===== config.mk =====
export PLATFORM = sky130hd
export DESIGN_NAME = fetch_aligner
export DESIGN_NICKNAME = d
export VERILOG_FILES = /design/src/rtl/fetch_aligner_pkg.sv /design/src/rtl/fetch_aligner_hw_queue.sv /design/src/rtl/fetch_aligner.sv
export SDC_FILE = /design/constraint.sdc
export NUM_CORES = 1
export LEC_CHECK = 0
export ABC_AREA = 1
export BUFFER_PORTS_ARGS = -buffer_cell sky130_fd_sc_hd__buf_4
export CAP_MARGIN = 10
export CORE_ASPECT_RATIO = 1.1
export CORE_MARGIN = 2
export CORE_UTILIZATION = 50
export CTS_CLUSTER_DIAMETER = 200
export CTS_CLUSTER_SIZE = 40
export DETAILED_ROUTE_END_ITERATION = 10
export GPL_ROUTABILITY_DRIVEN = 0
export GPL_TIMING_DRIVEN = 0
export PLACE_DENSITY = 0.81
export SETUP_SLACK_MARGIN = 0.1
export SLEW_MARGIN = 20
export SYNTH_ARGS = -nofsm -noshare
export SYNTH_HDL_FRONTEND = slang
export SYNTH_SLANG_ARGS = --single-unit

===== constraint.sdc =====
create_clock -name clk -period 5.3 [get_ports clk]
set_input_delay 0.53 -clock clk [delete_from_list [all_inputs] [get_ports clk]]
set_output_delay 0.53 -clock clk [all_outputs]
set_load 0.005 [all_outputs]

===== src/rtl/fetch_aligner_pkg.sv =====
// Core-wide fetch constants and the compressed-instruction detect helper.
package fetch_aligner_pkg;

  localparam logic [31:0] RESET_PC_DEF = 32'h0000_0000;
  localparam int          HW_W         = 16;
  localparam logic [1:0]  OPC_FULL     = 2'b11;

  typedef logic [HW_W-1:0] hw_t;

  function automatic logic is_compressed(input hw_t hw);
    return hw[1:0] != OPC_FULL;
  endfunction

endpackage


===== src/rtl/fetch_aligner_hw_queue.sv =====
// Four-entry halfword shift queue: pop 0/1/2 from the head, push 0/1/2 behind the survivors, flush.
// Registered contents; caller guarantees that pushes never exceed the free space.
module fetch_aligner_hw_queue
  import fetch_aligner_pkg::*;
(
  input  logic       clk,
  input  logic       i_rst_n,
  input  logic       i_flush,
  input  logic [1:0] i_pop_n,
  input  logic [1:0] i_push_n,
  input  hw_t        i_push_lo,
  input  hw_t        i_push_hi,
  output hw_t        o_q0,
  output hw_t        o_q1,
  output logic [2:0] o_count
);

  hw_t        r_q [4];
  logic [2:0] r_count;

  hw_t        w_shift [4];
  hw_t        w_next  [4];
  logic [2:0] w_base;

  always_comb begin
    for (int i = 0; i < 4; i++) w_shift[i] = '0;
    case (i_pop_n)
      2'd0: begin
        for (int i = 0; i < 4; i++) w_shift[i] = r_q[i];
      end
      2'd1: begin
        w_shift[0] = r_q[1];
        w_shift[1] = r_q[2];
        w_shift[2] = r_q[3];
      end
      default: begin
        w_shift[0] = r_q[2];
        w_shift[1] = r_q[3];
      end
    endcase

    // New halfwords land directly behind whatever survives this cycle's pop.
    w_base = r_count - {1'b0, i_pop_n};
    for (int i = 0; i < 4; i++) w_next[i] = w_shift[i];
    if (i_push_n != 2'd0) w_next[w_base[1:0]] = i_push_lo;
    if (i_push_n == 2'd2) w_next[w_base[1:0] + 2'd1] = i_push_hi;
  end

  always_ff @(posedge clk or negedge i_rst_n) begin
    if (!i_rst_n) begin
      for (int i = 0; i < 4; i++) r_q[i] <= '0;
      r_count <= '0;
    end else begin
      for (int i = 0; i < 4; i++) r_q[i] <= w_next[i];
      r_count <= i_flush ? 3'd0 : (r_count - {1'b0, i_pop_n} + {1'b0, i_push_n});
    end
  end

  assign o_q0    = r_q[0];
  assign o_q1    = r_q[1];
  assign o_count = r_count;

endmodule


===== src/rtl/fetch_aligner.sv =====
// RV32IC fetch aligner: word fetches in, one 16/32-bit instruction per decode handshake out.
// Issue is combinational from the registered queue (response in cycle N issues in N+1); decode stall throttles fetch.
module fetch_aligner
  import fetch_aligner_pkg::*;
#(
  parameter logic [31:0] RESET_PC = RESET_PC_DEF,
  parameter int          DEPTH_HW = 4
) (
  input  logic        clk,
  input  logic        rst,
  output logic        mem_req,
  output logic [31:0] mem_addr,
  input  logic        mem_valid,
  input  logic [31:0] mem_rdata,
  input  logic        redirect,
  input  logic [31:0] redirect_pc,
  output logic        instr_valid,
  input  logic        instr_ready,
  output logic [31:0] instr,
  output logic        instr_is_c,
  output logic [31:0] instr_pc
);

  localparam logic [2:0] REQ_MAX = 3'(DEPTH_HW - 2);

  logic [31:0] r_head_pc;
  logic [31:0] r_fetch_addr;
  logic        r_outstanding;
  logic        r_drop_resp;
  logic        r_skip_low;

  hw_t         w_q0;
  hw_t         w_q1;
  logic [2:0]  w_count;
  logic [2:0]  w_count_after_pop;
  logic        w_is_c;
  logic        w_valid;
  logic        w_pop;
  logic [1:0]  w_pop_n;
  logic        w_resp;
  logic [1:0]  w_push_n;
  hw_t         w_push_lo;
  hw_t         w_push_hi;

  assign w_is_c            = is_compressed(w_q0);
  assign w_valid           = w_is_c ? (w_count >= 3'd1) : (w_count >= 3'd2);
  assign w_pop             = w_valid && instr_ready && !redirect;
  assign w_pop_n           = !w_pop ? 2'd0 : (w_is_c ? 2'd1 : 2'd2);
  assign w_count_after_pop = w_count - {1'b0, w_pop_n};
  assign w_resp            = mem_valid && r_outstanding;

  // Gated by rst so the request pulse is low while reset is held.
  assign mem_req  = rst && !r_outstanding && !redirect && (w_count_after_pop <= REQ_MAX);
  assign mem_addr = mem_req ? r_fetch_addr : '0;

  always_comb begin
    w_push_n  = 2'd0;
    w_push_lo = mem_rdata[15:0];
    w_push_hi = mem_rdata[31:16];
    if (w_resp && !redirect && !r_drop_resp) begin
      if (r_skip_low) begin
        w_push_n  = 2'd1;
        w_push_lo = mem_rdata[31:16];
      end else begin
        w_push_n  = 2'd2;
      end
    end
  end

  fetch_aligner_hw_queue u_queue (
    .clk       (clk),
    .i_rst_n   (rst),
    .i_flush   (redirect),
    .i_pop_n   (w_pop_n),
    .i_push_n  (w_push_n),
    .i_push_lo (w_push_lo),
    .i_push_hi (w_push_hi),
    .o_q0      (w_q0),
    .o_q1      (w_q1),
    .o_count   (w_count)
  );

  always_ff @(posedge clk or negedge rst) begin
    if (!rst) begin
      r_head_pc     <= RESET_PC & ~32'd1;
      r_fetch_addr  <= RESET_PC & ~32'd3;
      r_outstanding <= 1'b0;
      r_drop_resp   <= 1'b0;
      r_skip_low    <= 1'b0;
    end else if (redirect) begin
      r_head_pc     <= redirect_pc & ~32'd1;
      r_fetch_addr  <= redirect_pc & ~32'd3;
      r_skip_low    <= redirect_pc[1];
      // A response landing in the redirect cycle retires the old request outright.
      r_outstanding <= r_outstanding && !mem_valid;
      r_drop_resp   <= r_outstanding && !mem_valid;
    end else begin
      if (w_pop) r_head_pc <= r_head_pc + (w_is_c ? 32'd2 : 32'd4);
      if (mem_req) begin
        r_fetch_addr  <= r_fetch_addr + 32'd4;
        r_outstanding <= 1'b1;
      end else if (w_resp) begin
        r_outstanding <= 1'b0;
        r_drop_resp   <= 1'b0;
        if (!r_drop_resp) r_skip_low <= 1'b0;
      end
    end
  end

  assign instr_valid = w_valid;
  assign instr_is_c  = w_valid && w_is_c;
  assign instr       = !w_valid ? '0 : (w_is_c ? {16'h0000, w_q0} : {w_q1, w_q0});
  assign instr_pc    = w_valid ? r_head_pc : '0;

endmodule

**Word level (Yosys, flattened, before mapping)**

Cells that the tools add are included.

- Bits in registers: 134
- Input bits: 69
- Output and inout port bits: 99
- Logic and storage cells: 90

- Add/subtract/negate cells: 5
- $lt $le $gt $ge: 7
- Eq/ne operators: 5
- Mux-type cells: 37
- Bitwise logic cells: 2
- Reductions and logical operators: 24

Operator list:

| kind | number |
|---|---|
| 32-bit 2-to-1 mux | 8 |
| 64-bit bitwise mux | 2 |
| 64-bit 2-to-1 mux | 2 |
| 16-bit 2-to-1 mux | 5 |
| 16-bit demux with 2-bit select | 2 |
| 32-bit one-hot mux with 2 select lines | 1 |
| 32-bit by 3-bit adder with 32-bit output | 1 |
| 32-bit by 3-bit adder with 32-bit output, second input constant | 1 |
| 16-bit one-hot mux with 2 select lines | 1 |
| 1-bit logical AND | 12 |
| 1-bit 2-to-1 mux | 10 |
| 2-bit 2-to-1 mux | 4 |
| 2-bit nonzero test | 4 |
| 3-bit >= comparator, second input constant | 2 |
| 3-bit by 1-bit less-than comparator with 1-bit output, second input constant | 2 |
| 3-bit 2-to-1 mux | 2 |
| 2-bit inverter with 3-bit output | 2 |
| 1-bit logical NOT | 4 |
| 2-bit != test, second input constant | 2 |
| 3-bit by 2-bit adder with 3-bit output | 1 |
| 3-bit by 1-bit >= comparator with 1-bit output, second input constant | 1 |
| 3-bit by 2-bit >= comparator with 1-bit output, second input constant | 1 |
| 3-bit by 2-bit less-or-equal comparator with 1-bit output, second input constant | 1 |
| 3-bit AND reduction | 1 |
| 8 further kinds | 8 |

**Logic depth before layout (Yosys ltp)**

- Depth in word-level cells: 15
- Mapped depth: 20
- Mapped depth without buffers: 17

**Cells and area by module**

Synthesis repeated with hierarchy kept, for this count alone.

- Cell total of the unflattened synthesis: 1,700
- Area, all modules: 10,362.4 µm²

Modules (own cells, without submodules):

| module | instances | cells an instance | area each (µm²) | sequential area each (µm²) |
|---|---|---|---|---|
| fetch_aligner | 1 | 876 | 5,412.7 | 1,601.5 |
| fetch_aligner_hw_queue | 1 | 824 | 4,949.7 | 1,676.6 |

**Worst setup path before layout**

OpenSTA, ideal clock, no wires.

- Kind: input-to-output
- Start: input port redirect
- End: output port mem_addr[10]
- Data arrival time: 2.976 ns
- Required time: 4.770 ns
- Path slack: 1.794 ns
- Stages on the path: 16
- Path buffers: 5
- Cell sequence: buf_6 inv_2 nand3_2 nor2_2 buf_4 buf_6 ha_1 inv_1 fa_1 inv_2 nor2_4 inv_2 nand3_2 buf_2 buf_2 nor2_1

- Cells in the longest elaborated chain, start to end: 7

RTL lines:

| what | RTL line | source |
|---|---|---|
| start: declaration | fetch_aligner.sv:15 | `input logic redirect,` |
| 1-bit logical NOT (*) | fetch_aligner.sv:47, fetch_aligner.sv:53 |  |
| 1-bit logical AND | fetch_aligner.sv:47 | `assign w_pop = w_valid && instr_ready && !redirect;` |
| 2-bit 2-to-1 mux | fetch_aligner.sv:48 | `assign w_pop_n = !w_pop ? 2'd0 : (w_is_c ? 2'd1 : 2'd2);` |
| 3-bit by 2-bit subtractor with 3-bit output | fetch_aligner.sv:49 | `assign w_count_after_pop = w_count - {1'b0, w_pop_n};` |
| 3-bit by 2-bit less-or-equal comparator with 1-bit output | fetch_aligner.sv:53 | `assign mem_req = rst && !r_outstanding && !redirect && (w_count_after_pop <= REQ_MAX);` |
| 1-bit logical AND (*) | fetch_aligner.sv:53 |  |
| 32-bit 2-to-1 mux (*) | fetch_aligner.sv:54 | `assign mem_addr = mem_req ? r_fetch_addr : '0;` |
| end: declaration | fetch_aligner.sv:12 | `output logic [31:0] mem_addr,` |

Every way passes the cells marked *; elsewhere a longest branch is shown, timed or not.

**Final worst setup path**

- Start: register u_queue.r_q, in the netlist u_queue.o_q0[0]
- End: output port mem_addr[10]

- Cells in the longest elaborated chain, start to end: 9

RTL lines:

| what | RTL line | source |
|---|---|---|
| start: declaration | fetch_aligner_hw_queue.sv:18 | `hw_t r_q [4];` |
| 2-bit != test (*) | fetch_aligner_pkg.sv:11 | `return hw[1:0] != OPC_FULL;` |
| 1-bit 2-to-1 mux | fetch_aligner.sv:46 | `assign w_valid = w_is_c ? (w_count >= 3'd1) : (w_count >= 3'd2);` |
| 1-bit logical AND (2 in a row) | fetch_aligner.sv:47 |  |
| 2-bit 2-to-1 mux (*) | fetch_aligner.sv:48 |  |
| 3-bit by 2-bit subtractor with 3-bit output (*) | fetch_aligner.sv:49 |  |
| 3-bit by 2-bit less-or-equal comparator with 1-bit output (*) | fetch_aligner.sv:53 |  |
| 1-bit logical AND (*) | fetch_aligner.sv:53 |  |
| 32-bit 2-to-1 mux (*) | fetch_aligner.sv:54 |  |

Marks and branches as above.

==> results.md <==
* Routed wirelength normalized by instance count at 17.2 um
* Max-capacitance violation count at 0
* Antenna violations before repair at 0
* Number of hold buffers added after cts at 0
* N_diodes at 0
* Share of synthesized area spent on multiplexers at 0%
* Largest net degree at the start of global routing at 89
* Pins Over Slew Limit at 0
* Floorplan die area at 20,900 um2
* Die width at 138 um
* Number of placement rows at 53
* Number of unique standard cell types used by synthesis at 37
* Setup repair after global routing missed its margin: no
* Effective utilization at floorplan at 51.4%
* Largest cells by area after synthesis: dfrtp_1 33%, nand2_1 22%, nor2_1 7.3%
* Overflow left after global routing at 0
* Post-DP HPWL at between 20,000 and 30,000 um
* Critical path data required time at 4.77 ns
* Transition time at the pin with the least slew margin at 0.591 ns
* Post-cts sizing count at 0
* Uppermost layer routed: met4
* Prevailing post-synth register cell: dfrtp_1
* P_leak at ~0.0063 uW
* Setup repair bufs after CTS at 0
* First-pass GRT wire length at approximately 54,000 um
* Post-synthesis share of cell area spent on xor and xnor gates at under 10%
* Post-synthesis async set-or-reset flop share at 100%
* Most common cell in the synthesized netlist: nand2_1
* Simple-Gate Fraction of Synth Area at 38.1%
* Global Route Usage Sum at 32.9%
* Post-synth EDFFs at 0
* Area grow syn2layout at 22.1%
* H-tree lvl count at 4
* Vias/cell at 5.66
* Share of layout cells above drive strength 1 at 15.6%
* Maximum vdd drop at 0.000299 V
* Critical path launch point type: flop
* Post-DRT Antenna Nets at 0
* TritonCTS Buffers at 17
* Post-layout nets at ~1,800
* PwrDens at 387 nW/um2
* Critical path class: flop to output pin
* Number of synthesized register bits at 131
* Cells along the critical path: nand2_2, nand2_1, nand2_2, nand3_2, nor2_2, buf_4, buf_6, ha_1, inv_1, fa_1, inv_2, nor2_4, inv_2, nand3_2, buf_2, buf_2, nor2_1, buf_4
* Slowest stage delay, CP at 0.67 ns
* Max FO, Critical Path at 10
* Worst path top cell family by delay: buffers and inverters
* Area leader, netlist: dfrtp_1
* Proportion of synthesized chip area in sequential cells at 33.2%
* Post-Synth Adder-Cell Area at 1.24%
* DRT met1 WL at about 13,000 um
* Number of instances in the synthesized netlist at 1,568
* Clock network latency to the later pin of the worst-skew pair at 0.44 ns
* Max Clock Freq at 213 MHz
* DRT Pass-1 Iters at 5
* Violated checks: hold timing
* Number of global-route vias before repair at 10,700
* Final cell area excluding filler cells at 12,100 um2
* Slowest cell on crit path: fa_1
* Vias at 11,400
* Count of fill cells added during filler insertion at 1,803
* Port Buf Inserts at ~160
* Critical path buffers and inverters at 8
* Detailed-routed wire length on met2 at 16,700 um
* Clk sinks at 131
* TNS Setup at 0 ns
* Root Buffer Master: clkbuf_16
* Final Skew at 0.00984 ns
* Final Hold Vio Count at 11
* Average size of a mapped cell at between 6 and 7 um2
* Share of Yosys cell area claimed by the top area cell type at 33.2%
* Compound-gate portion of the synthesized area at 13.8%
* CTS tree: done
* Y dimension of the die at 151 um
* Final wirelength at approximately 35,000 um
* Met3 wire length at 3300 um
* Result of the run: complete, but fails checks
* Shortest period the worst path allows at 4.69 ns
* Share of the cycle needed by the critical path after routing at roughly nine tenths
* Netlist Area Pre-Place at approximately 9900 um2
* Dominant combinational cell family by area after synthesis: simple AND/OR/NAND/NOR gates
* Syn. warnings at 0
* # IOs at 168
* Data arrival at the endpoint of the critical path at about 4.2 ns
* Detailed-route DRC error count at 0
* Buffers from clock root to sink, at most at 2
* Floorplan Core Area at 19,200 um2
* Clock-pin slew of the registers on the worst-case setup and hold paths at 0.06 ns
* Multi-input logic area at 5490 um2
* Area of all sequential standard cells at 3280 um2
* Min-Delay Path Class: primary input to async pin
* Post-Place Cell Area at 11,500 um2
* Relative slew slack at 60.6%
* Type of element capturing the critical path: output pin
* Count of final setup violators at 0
* Worst hold slack after final layout at -0.0281 ns
* Detailed Route Iter0 Violations at ~1,300
* Most numerous cell types in the synthesized netlist: 590 x nand2_1, 191 x nor2_1, 177 x inv_1, 131 x dfrtp_1, 110 x nand3_1
final timing paths:
path	cells after the start	start	slack, ns	end
setup reg to reg	17	u_queue.o_q0[0]	1.49	u_queue.o_q1[10]
min in group clk	2	mem_valid	0.30	r_drop_resp
setup / recovery	18	u_queue.o_q0[0]	0.61	mem_addr[10]
max in group asynchronous	2	rst	4.56	u_queue.o_q1[12]
hold reg to reg	2	r_head_pc[31]	0.54	r_head_pc[31]
hold / removal	1	rst	-0.03	r_fetch_addr[24]
layout make-up:
type                    count  area share (%)
plain buffers              76            3.33
multi-input cells        1171            45.5
clock buffers              24            4.07
flip-flops and latches    131            27.2
inverters                 192            6.01
clock inverters             8            1.03
repair buffers            163            10.4
well taps                 247            2.56
registers in the layout (all words and copies together), names as in the netlist:
signal and cells:
u_queue.r_q 32, r_head_pc 31, r_fetch_addr 30, u_queue.o_q0 16
u_queue.o_q1 16, u_queue.o_count 3, r_drop_resp 1, r_outstanding 1
r_skip_low 1
report_power, final:
| part | switching (uW) | total (uW) | internal [uW] |
|---|---|---|---|
| sequential | 306 | 1630 | 1320 |
| clock | 468 | 1260 | 789 |
| combinational | 1120 | 1780 | 663 |
| total | 1900 | 4670 | 2770 |
cells by family (layout without fill, tap and decap cells):
kind of cell,Yosys count,after routing
AND/OR/NAND/NOR,921,921
buffers and inverters,268,463
AO/OA/AOI/OAI,214,214
flip-flops,131,131
XOR/XNOR,25,25
adder cells (fa/ha/maj),8,8
other,1,3
per-stage QoR:
step           util, %  cells  power [uW]  worst slack, ns  hold slack (ns)
5_1_grt           62.8   2012        4940            0.336          0.00435
4_1_cts           62.8   2012        4620            0.676          0.00269
6_report          62.8   2012        4670            0.613          -0.0281
3_3_place_gp      59.4   1979        3300             1.07            0.505
2_1_floorplan        -   1570        2680             1.79            0.234
3_5_place_dp      59.6   1980        3370             1.05            0.455
cells in the final DEF, fill, tap and decap left out, drive strengths merged, types with 13 or more instances in the layout:
cell,synthesis,routed
buf,53,216
xor2,25,25
dfrtp,131,131
clkbuf,23,47
nor2,201,201
o211ai,13,13
nand2,597,597
o21ai,57,57
inv,190,190
nand3,112,112
a21oi,71,71
o2111ai,64,64
worst reg2reg max path, cell delays in order (launching register included):
cell and delay (ns):
dfrtp_1 0.40, nand2_2 0.12, nand2_1 0.07, nand2_2 0.15, nand3_2 0.16, nor2_2 0.17, buf_4 0.23, buf_6 0.18
ha_1 0.15, inv_1 0.05, fa_1 0.58, nor2_2 0.47, clkbuf_1 0.46, o2111ai_1 0.25, nand2_1 0.11, inv_1 0.04
nand2_1 0.06, nand2_1 0.05
routing by layer:
layer  track usage (%)  vias to the layer above
met5                 0                        -
met4              18.7                        0
met3              6.88                      138
met2              57.1                      687
met1              38.3                     5194
li1                  -                     5363
Power figures use the tool's default switching activity.
